==> src/rtl/button_conditioner.sv <==
// Push-button front end: 2-flop synchronizer, per-channel debounce, and press/release/long-press
// pulse generation. Define BTN_AUTOREPEAT_EN to re-pulse btn_press every REPEAT_CYCLES while held.
module button_conditioner #(
  parameter int N_BTN         = 3,
  parameter int DB_CYCLES     = 1000000,
  parameter int LONG_CYCLES   = 100000000,
  parameter int REPEAT_CYCLES = 20000000
) (
  input  logic             clk,
  input  logic             rst,
  input  logic [N_BTN-1:0] btn_raw,
  output logic [N_BTN-1:0] btn_level,
  output logic [N_BTN-1:0] btn_press,
  output logic [N_BTN-1:0] btn_release,
  output logic [N_BTN-1:0] btn_long
);

  localparam int DB_W   = $clog2(DB_CYCLES);
  localparam int HOLD_W = $clog2(LONG_CYCLES);
  localparam logic [DB_W-1:0]   DB_LAST   = DB_W'(DB_CYCLES - 1);
  localparam logic [HOLD_W-1:0] HOLD_LAST = HOLD_W'(LONG_CYCLES - 1);

  if (DB_CYCLES < 2 || LONG_CYCLES <= DB_CYCLES || REPEAT_CYCLES < 2) begin : g_bad_params
    $error("button_conditioner: illegal DB_CYCLES/LONG_CYCLES/REPEAT_CYCLES combination");
  end

  typedef enum logic [1:0] {IDLE, PRESSED, HELD} state_t;

  logic [N_BTN-1:0]  sync1, sync2;
  logic [N_BTN-1:0]  stable_nxt, press_nxt, release_nxt, long_nxt;
  logic [DB_W-1:0]   db_cnt       [N_BTN];
  logic [DB_W-1:0]   db_cnt_nxt   [N_BTN];
  logic [HOLD_W-1:0] hold_cnt     [N_BTN];
  logic [HOLD_W-1:0] hold_cnt_nxt [N_BTN];
  state_t            state        [N_BTN];
  state_t            state_nxt    [N_BTN];

`ifdef BTN_AUTOREPEAT_EN
  localparam int RPT_W = $clog2(REPEAT_CYCLES);
  localparam logic [RPT_W-1:0] RPT_LAST = RPT_W'(REPEAT_CYCLES - 1);
  logic [RPT_W-1:0]  rpt_cnt      [N_BTN];
  logic [RPT_W-1:0]  rpt_cnt_nxt  [N_BTN];
`endif

  always_comb begin
    logic rise, fall;
    for (int i = 0; i < N_BTN; i++) begin
      rise            = 1'b0;
      fall            = 1'b0;
      stable_nxt[i]   = btn_level[i];
      db_cnt_nxt[i]   = '0;
      state_nxt[i]    = state[i];
      hold_cnt_nxt[i] = hold_cnt[i];
      press_nxt[i]    = 1'b0;
      release_nxt[i]  = 1'b0;
      long_nxt[i]     = 1'b0;
`ifdef BTN_AUTOREPEAT_EN
      rpt_cnt_nxt[i]  = rpt_cnt[i];
`endif

      // Any sample agreeing with the accepted level restarts the stability count.
      if (sync2[i] != btn_level[i]) begin
        if (db_cnt[i] == DB_LAST) begin
          stable_nxt[i] = sync2[i];
          rise          = sync2[i];
          fall          = ~sync2[i];
        end else begin
          db_cnt_nxt[i] = db_cnt[i] + 1'b1;
        end
      end

      unique case (state[i])
        IDLE: begin
          if (rise) begin
            state_nxt[i]    = PRESSED;
            hold_cnt_nxt[i] = '0;
            press_nxt[i]    = 1'b1;
          end
        end
        PRESSED: begin
          // A release on the same cycle the hold would mature wins: no long pulse.
          if (fall) begin
            state_nxt[i]   = IDLE;
            release_nxt[i] = 1'b1;
          end else if (hold_cnt[i] == HOLD_LAST) begin
            state_nxt[i] = HELD;
            long_nxt[i]  = 1'b1;
`ifdef BTN_AUTOREPEAT_EN
            rpt_cnt_nxt[i] = '0;
`endif
          end else begin
            hold_cnt_nxt[i] = hold_cnt[i] + 1'b1;
          end
        end
        HELD: begin
          if (fall) begin
            state_nxt[i]   = IDLE;
            release_nxt[i] = 1'b1;
`ifdef BTN_AUTOREPEAT_EN
            rpt_cnt_nxt[i] = '0;
          end else if (rpt_cnt[i] == RPT_LAST) begin
            press_nxt[i]   = 1'b1;
            rpt_cnt_nxt[i] = '0;
          end else begin
            rpt_cnt_nxt[i] = rpt_cnt[i] + 1'b1;
`endif
          end
        end
        default: state_nxt[i] = IDLE;
      endcase
    end
  end

  always_ff @(posedge clk or negedge rst) begin
    if (!rst) begin
      sync1       <= '0;
      sync2       <= '0;
      btn_level   <= '0;
      btn_press   <= '0;
      btn_release <= '0;
      btn_long    <= '0;
      for (int i = 0; i < N_BTN; i++) begin
        db_cnt[i]   <= '0;
        hold_cnt[i] <= '0;
        state[i]    <= IDLE;
`ifdef BTN_AUTOREPEAT_EN
        rpt_cnt[i]  <= '0;
`endif
      end
    end else begin
      sync1       <= btn_raw;
      sync2       <= sync1;
      btn_level   <= stable_nxt;
      btn_press   <= press_nxt;
      btn_release <= release_nxt;
      btn_long    <= long_nxt;
      for (int i = 0; i < N_BTN; i++) begin
        db_cnt[i]   <= db_cnt_nxt[i];
        hold_cnt[i] <= hold_cnt_nxt[i];
        state[i]    <= state_nxt[i];
`ifdef BTN_AUTOREPEAT_EN
        rpt_cnt[i]  <= rpt_cnt_nxt[i];
`endif
      end
    end
  end

endmodule

==> config.mk <==
export PLATFORM = sky130hd
export DESIGN_NAME = button_conditioner
export DESIGN_NICKNAME = d
export VERILOG_FILES = /design/src/rtl/button_conditioner.sv
export SDC_FILE = /design/constraint.sdc
export NUM_CORES = 1
export LEC_CHECK = 0
export CELL_PAD_IN_SITES_DETAIL_PLACEMENT = 1
export CELL_PAD_IN_SITES_GLOBAL_PLACEMENT = 2
export CORE_MARGIN = 5
export CORE_UTILIZATION = 40
export DETAILED_ROUTE_END_ITERATION = 10
export PLACE_DENSITY_LB_ADDON = 0.12
export SYNTH_ARGS = -nofsm -noshare
export SYNTH_HDL_FRONTEND = slang
export SYNTH_SLANG_ARGS = --single-unit
export TNS_END_PERCENT = 1
==> constraint.sdc <==
create_clock -name clk -period 3.34 [get_ports clk]
set_input_delay 0.668 -clock clk [delete_from_list [all_inputs] [get_ports clk]]
set_output_delay 0.668 -clock clk [all_outputs]
set_load 0.01 [all_outputs]
== Word-level counts from Yosys, hierarchy flattened ==
Index checks and enable logic that the tools add are counted.

* Register bits: 165
* Input bits: 5
* Output and inout port bits: 12
* Logic and storage cells: 140

* Add/subtract/negate cells: 6
* Equality and inequality tests: 30
* Multiplexer cells: 66
* Bitwise logic cells: 3
* Reductions and logical operators: 18

{| class="wikitable"
|+ Operator list
! operator !! count
|-
| 27-bit two-way mux || 9
|-
| 27-bit case mux with 2 select lines || 3
|-
| 20-bit two-way mux || 6
|-
| 27-bit by 1-bit adder with 27-bit output (second input constant) || 3
|-
| 27-bit equality test (second input constant) || 3
|-
| 20-bit by 1-bit adder with 20-bit output (second input constant) || 3
|-
| 20-bit equality test (second input constant) || 3
|-
| 1-bit two-way mux || 33
|-
| 2-bit two-way mux || 12
|-
| 2-bit inequality test (second input constant) || 12
|-
| 2-bit case mux with 3 select lines || 3
|-
| 4-bit AND reduction || 3
|-
| 3-bit inequality test (second input constant) || 3
|-
| 3-bit AND reduction || 3
|-
| 2-bit by 1-bit equality test with 1-bit output (second input constant) || 3
|-
| 2-bit equality test (second input constant) || 3
|-
| 2-bit logical NOT || 3
|-
| 2-bit AND reduction || 3
|-
| 2-bit nonzero test || 3
|-
| 2-bit OR reduction || 3
|-
| 1-bit inequality test || 3
|-
| 1-bit inverter || 3
|}

== Depth between registers and ports, before layout ==
* Word-level depth: 5
* Depth in mapped cells: 10
* Mapped depth without buffers: 8

== Least setup slack after synthesis ==
No wires, ideal clock.

* Kind: register -> register
* From: register db_cnt[48] (netlist name)
* To: register hold_cnt[77] (netlist name)
* Setup time: 0.099 ns
* Arrival: 2.368 ns
* Data required time: 3.241 ns
* Slack: 0.873 ns
* Cell stages (with the launch flop): 8
* Buffers on the path: 1
* Period minus slack after synthesis: 2.467 ns
* Cells stage by stage: dfrtp_1 > or4b_1 > or2_1 > o32a_1 > a211o_4 > and2_4 > buf_6 > o311ai_4

* Longest elaborated chain between the ends: 5
* Elaborated cells on any way between the ends: 8
* Those cells by class: eq/ne (3); mux (4); reduce/logical (1)

{| class="wikitable"
|+ Ends and longest elaborated chain
! what !! RTL line !! RTL
|-
| start: declaration || 31 || <nowiki>logic [DB_W-1:0] db_cnt [N_BTN];</nowiki>
|-
| start signal: indexed assignment || 138 || <nowiki>db_cnt[i] <= db_cnt_nxt[i];</nowiki>
|-
| 20-bit equality test * || 63 || <nowiki>if (db_cnt[i] == DB_LAST) begin</nowiki>
|-
| 1-bit two-way mux || 63 ||
|-
| 1-bit two-way mux || 62 || <nowiki>if (sync2[i] != btn_level[i]) begin</nowiki>
|-
| 2-bit inequality test (no line) || - ||
|-
| 4-bit AND reduction (no line) * || - ||
|-
| end signal: indexed assignment || 139 || <nowiki>hold_cnt[i] <= hold_cnt_nxt[i];</nowiki>
|-
| end: declaration || 33 || <nowiki>logic [HOLD_W-1:0] hold_cnt [N_BTN];</nowiki>
|}

Mark *: on every way between the ends. The rest lies on a longest branch, timed or not.
A chain may end at the register's enable or synchronous reset.

== Worst setup path in the final report ==
* From: register db_cnt[15] (netlist name)
* To: register hold_cnt[4] (netlist name)

Same word-level chain as after synthesis.

==> impl_metrics.py <==
metrics = {
    "die": {
        "die_h_um": 161.4,
        "start_util_pct": 40.62,
        "ios": 17,
        "die_w_um": 161.4,
        "core.rowCount": 55,
        "core-area_mm2": 0.02257,
        "die_area_mm2": 0.02605,
    },
    "layout": {
        "num_antenna_cells": 0,
        "fin_area_mm2": 0.01024,
        "final_nets": 1045,
        "drive_gt1_share_pct": 6.654,
        "area_delta_synth_final_pct": 11.75,
    },
    "timing": {
        "min_period_over_period_pct": 88.94,
        "fin_skew_ns": 0.01319,
        "max_freq_ghz": 0.3366,
        "drv_slew": 0,
        "relSlewSlack_pct": 40.55,
        "finalSetupViolCount": 0,
        "tns_ns": 0,
        "worst_slew_pin_slew_ns": 0.8849,
        "hold_viol_final": 0,
        "grt_setup_unrepaired": "false",
        "period_minus_slack_ns": 2.971,
    },
    "route": {
        "wire_per_inst_um": 18.13,
        "viasPerCell": 5.858,
        "drt_pass1_iterations": 4,
        "vias": 7744,
        "drc_errors": 0,
        "wl_um": 23960,
        "drt-initial-drc-count": 331,
        "drtAntennaViolNets": 0,
    },
    "critical_path": {
        "endpoint_kind": "flip-flop",
        "worstSetupPathType": "flip-flop to flip-flop",
        "worst_path_max_delay_cell": "or4_4",
        "critPathMaxFanout": 13,
        "cp_cell_sequence": "or4_4 -> nor4_4 -> nor3b_1 -> or3_1 -> nand2_1 -> a31oi_1",
        "max_stage_delay_ns": 0.57,
        "cp-start-kind": "flip-flop",
        "arrival_ns": 3.32,
        "cp.required_ns": 3.68,
    },
    "synth": {
        "synth_cells": 1011,
        "synth_ff_type": "dfrtp_1",
        "synth_top_area_cell": "dfrtp_1",
        "avgSynthCellArea_um2": 9.068,
        "yosys.cell_count.top_type": "dfrtp_1",
        "ys_seq_elements": 165,
        "synth_nets": 1031,
        "synth_cell_types": 77,
        "ys.warnings.count": 0,
        "postSynth.asyncResetShare_pct": 100.0,
        "yosysSeqAreaShare_pct": 45.04,
        "synth_edf_count": 0,
        "netlist.area_leader.share_pct": 45.04,
        "yosys-top-cells-area": "dfrtp_1 45%, nand3_1 4.3%, nor2_1 4.3%",
        "syn_area_mm2": 0.009168,
        "synthTopCellsByCount": "165 x dfrtp_1, 104 x nor2_1, 84 x nand2_1, 78 x nand3_1, 57 x o21ai_0",
    },
    "power": {
        "intPower_mw": 3.065,
        "share_comb_of_total_power_pct": 2.0,
        "ir_worst_vdd_mv": 0.3034,
        "p_sw_mw": 0.9527,
        "power_leakage_nw": 4.167,
        "p_clk_share_pct": 47.7,
        "swShare_pct": 23.71,
        "powerDensity_mw_per_mm2": 392.2,
        "power_frac_seq_pct": 50.4,
    },
    "clock_tree": {
        "path_clk_slew_ns": 0.07,
        "cts_hold_buf": 0,
        "htree_levels": 4,
        "ctsResizeCount": 0,
        "cts_inserted_buffers": 17,
        "clockRootBuffer": "clkbuf_16",
        "cts.sinks": 165,
        "tritoncts": "done",
        "clock_path_buffers": 2,
        "insertion_delay_ns": 0.44,
        "cts_setup_buffers": 0,
    },
    "hold_path": {
        "worstHoldPathType": "input port to asynchronous set/reset pin",
    },
    "flow_run": {
        "drv_cap": 0,
    },
    "placed_design": {
        "placed_area_mm2": 0.009688,
        "hpwl_um": 16620,
        "port_buffers": 16,
        "globalplace.congestion": 0.8146,
    },
    "status": {
        "status": "completed",
    },
    "grt": {
        "grt_pass1_vias": 8369,
        "grt_util_all_layers_pct": 19.50,
        "grt_pass1_wl_um": 42210,
        "grt-ovfl-total": 0,
        "antenna_found_initial": 0,
        "grt_max_degree": 80,
    },
}
-- per-stage QoR --
step	hold slack (ns)	cells	worst slack (ns)	utilization (%)	power, mW
3_3_place_gp	0.3327	1291	0.4620	42.92	2.147
3_5_place_dp	0.3373	1291	0.3680	42.92	2.148
5_1_grt	0.3223	1322	0.06441	45.39	4.185
4_1_cts	0.2997	1322	0.3491	45.39	4.087
2_1_floorplan	0.3312	1011	0.8729	-	2.085
6_report	0.2487	1322	0.3693	45.39	4.018
-- layer usage --
layer	wire length (um)	track usage, %	vias to the layer above
li1	-	-	3760
met1	11610	25.87	3908
met2	11750	33.66	58
met3	355	2.858	18
met4	246	4.808	0
met5	0	0	-
-- placed cells by master (no fill, tap or decap), drive strengths merged, types with 14 or more instances in the layout --
cell and n:
a21oi 36, inv 36, nor4 22, clkdlybuf4s50 15, and2 14, dfrtp 165, buf 23, nand4 34
nand3 78, and3 25, nor2 104, ha 15, nor3 18, o21ai 58, nand2 84, xor2 30
clkbuf 18, xnor2 22, a31oi 35, o31ai 17, or3 16
-- power groups by stage --
| stage | sequential [mW] | combinational, mW | clock (mW) |
|---|---|---|---|
| floorplan | 2.06 | 0.0287 | 0 |
| global placement | 2.06 | 0.0863 | 0 |
| detailed placement | 2.06 | 0.0865 | 0 |
| CTS | 2.02 | 0.0869 | 1.98 |
| global route | 2.02 | 0.0963 | 2.06 |
| finish | 2.02 | 0.0802 | 1.91 |
-- state kept, by name (all words and copies together), names as in the netlist --
register     flops
sync1            3
btn_release      3
state            6
btn_level        3
db_cnt          60
btn_long         3
hold_cnt        81
sync2            3
btn_press        3
-- worst max-delay path: cells and delay by family (launching register included) --
family           cells  cell delay (ns)
AND/OR/NAND/NOR      5             2.16
AO/OA/AOI/OAI        1             0.30
flip-flops           1             0.41
-- cells by family (layout without fill, tap and decap cells) --
group           Yosys count  count (layout)  synth area share [%]
flops                   165             165                 45.04
xor+xnor                 52              52                 4.968
fa+ha+maj                15              15                 2.047
mux                       6               6                0.6688
buf+inv                  76             102                 3.398
simple gates            457             457                 26.05
compound gates          240             240                 17.82
-- worst paths after layout --
path | from | endpoint | slack, ns | cells after the start
min reg2reg | sync1[2] | sync2[2] | 0.35 | 0
max in group asynchronous | rst | hold_cnt[76] | 2.29 | 2
max | db_cnt[15] | hold_cnt[4] | 0.37 | 6
max reg2reg | db_cnt[15] | hold_cnt[4] | 0.37 | 6
min | rst | db_cnt[20] | 0.25 | 1
min in group clk | sync1[2] | sync2[2] | 0.35 | 0
-- cell type report --
class / instances / area [um2]
timing repair buffer: 38 / 351.6
clock buffer: 18 / 429.2
fill: 2629 / 12330
sequential: 165 / 4129
clock inverter: 13 / 127.6
tap: 285 / 356.6
inverter: 33 / 123.9
multi-input combinational: 770 / 4727
No activity file was read; power rests on OpenSTA's default activity.
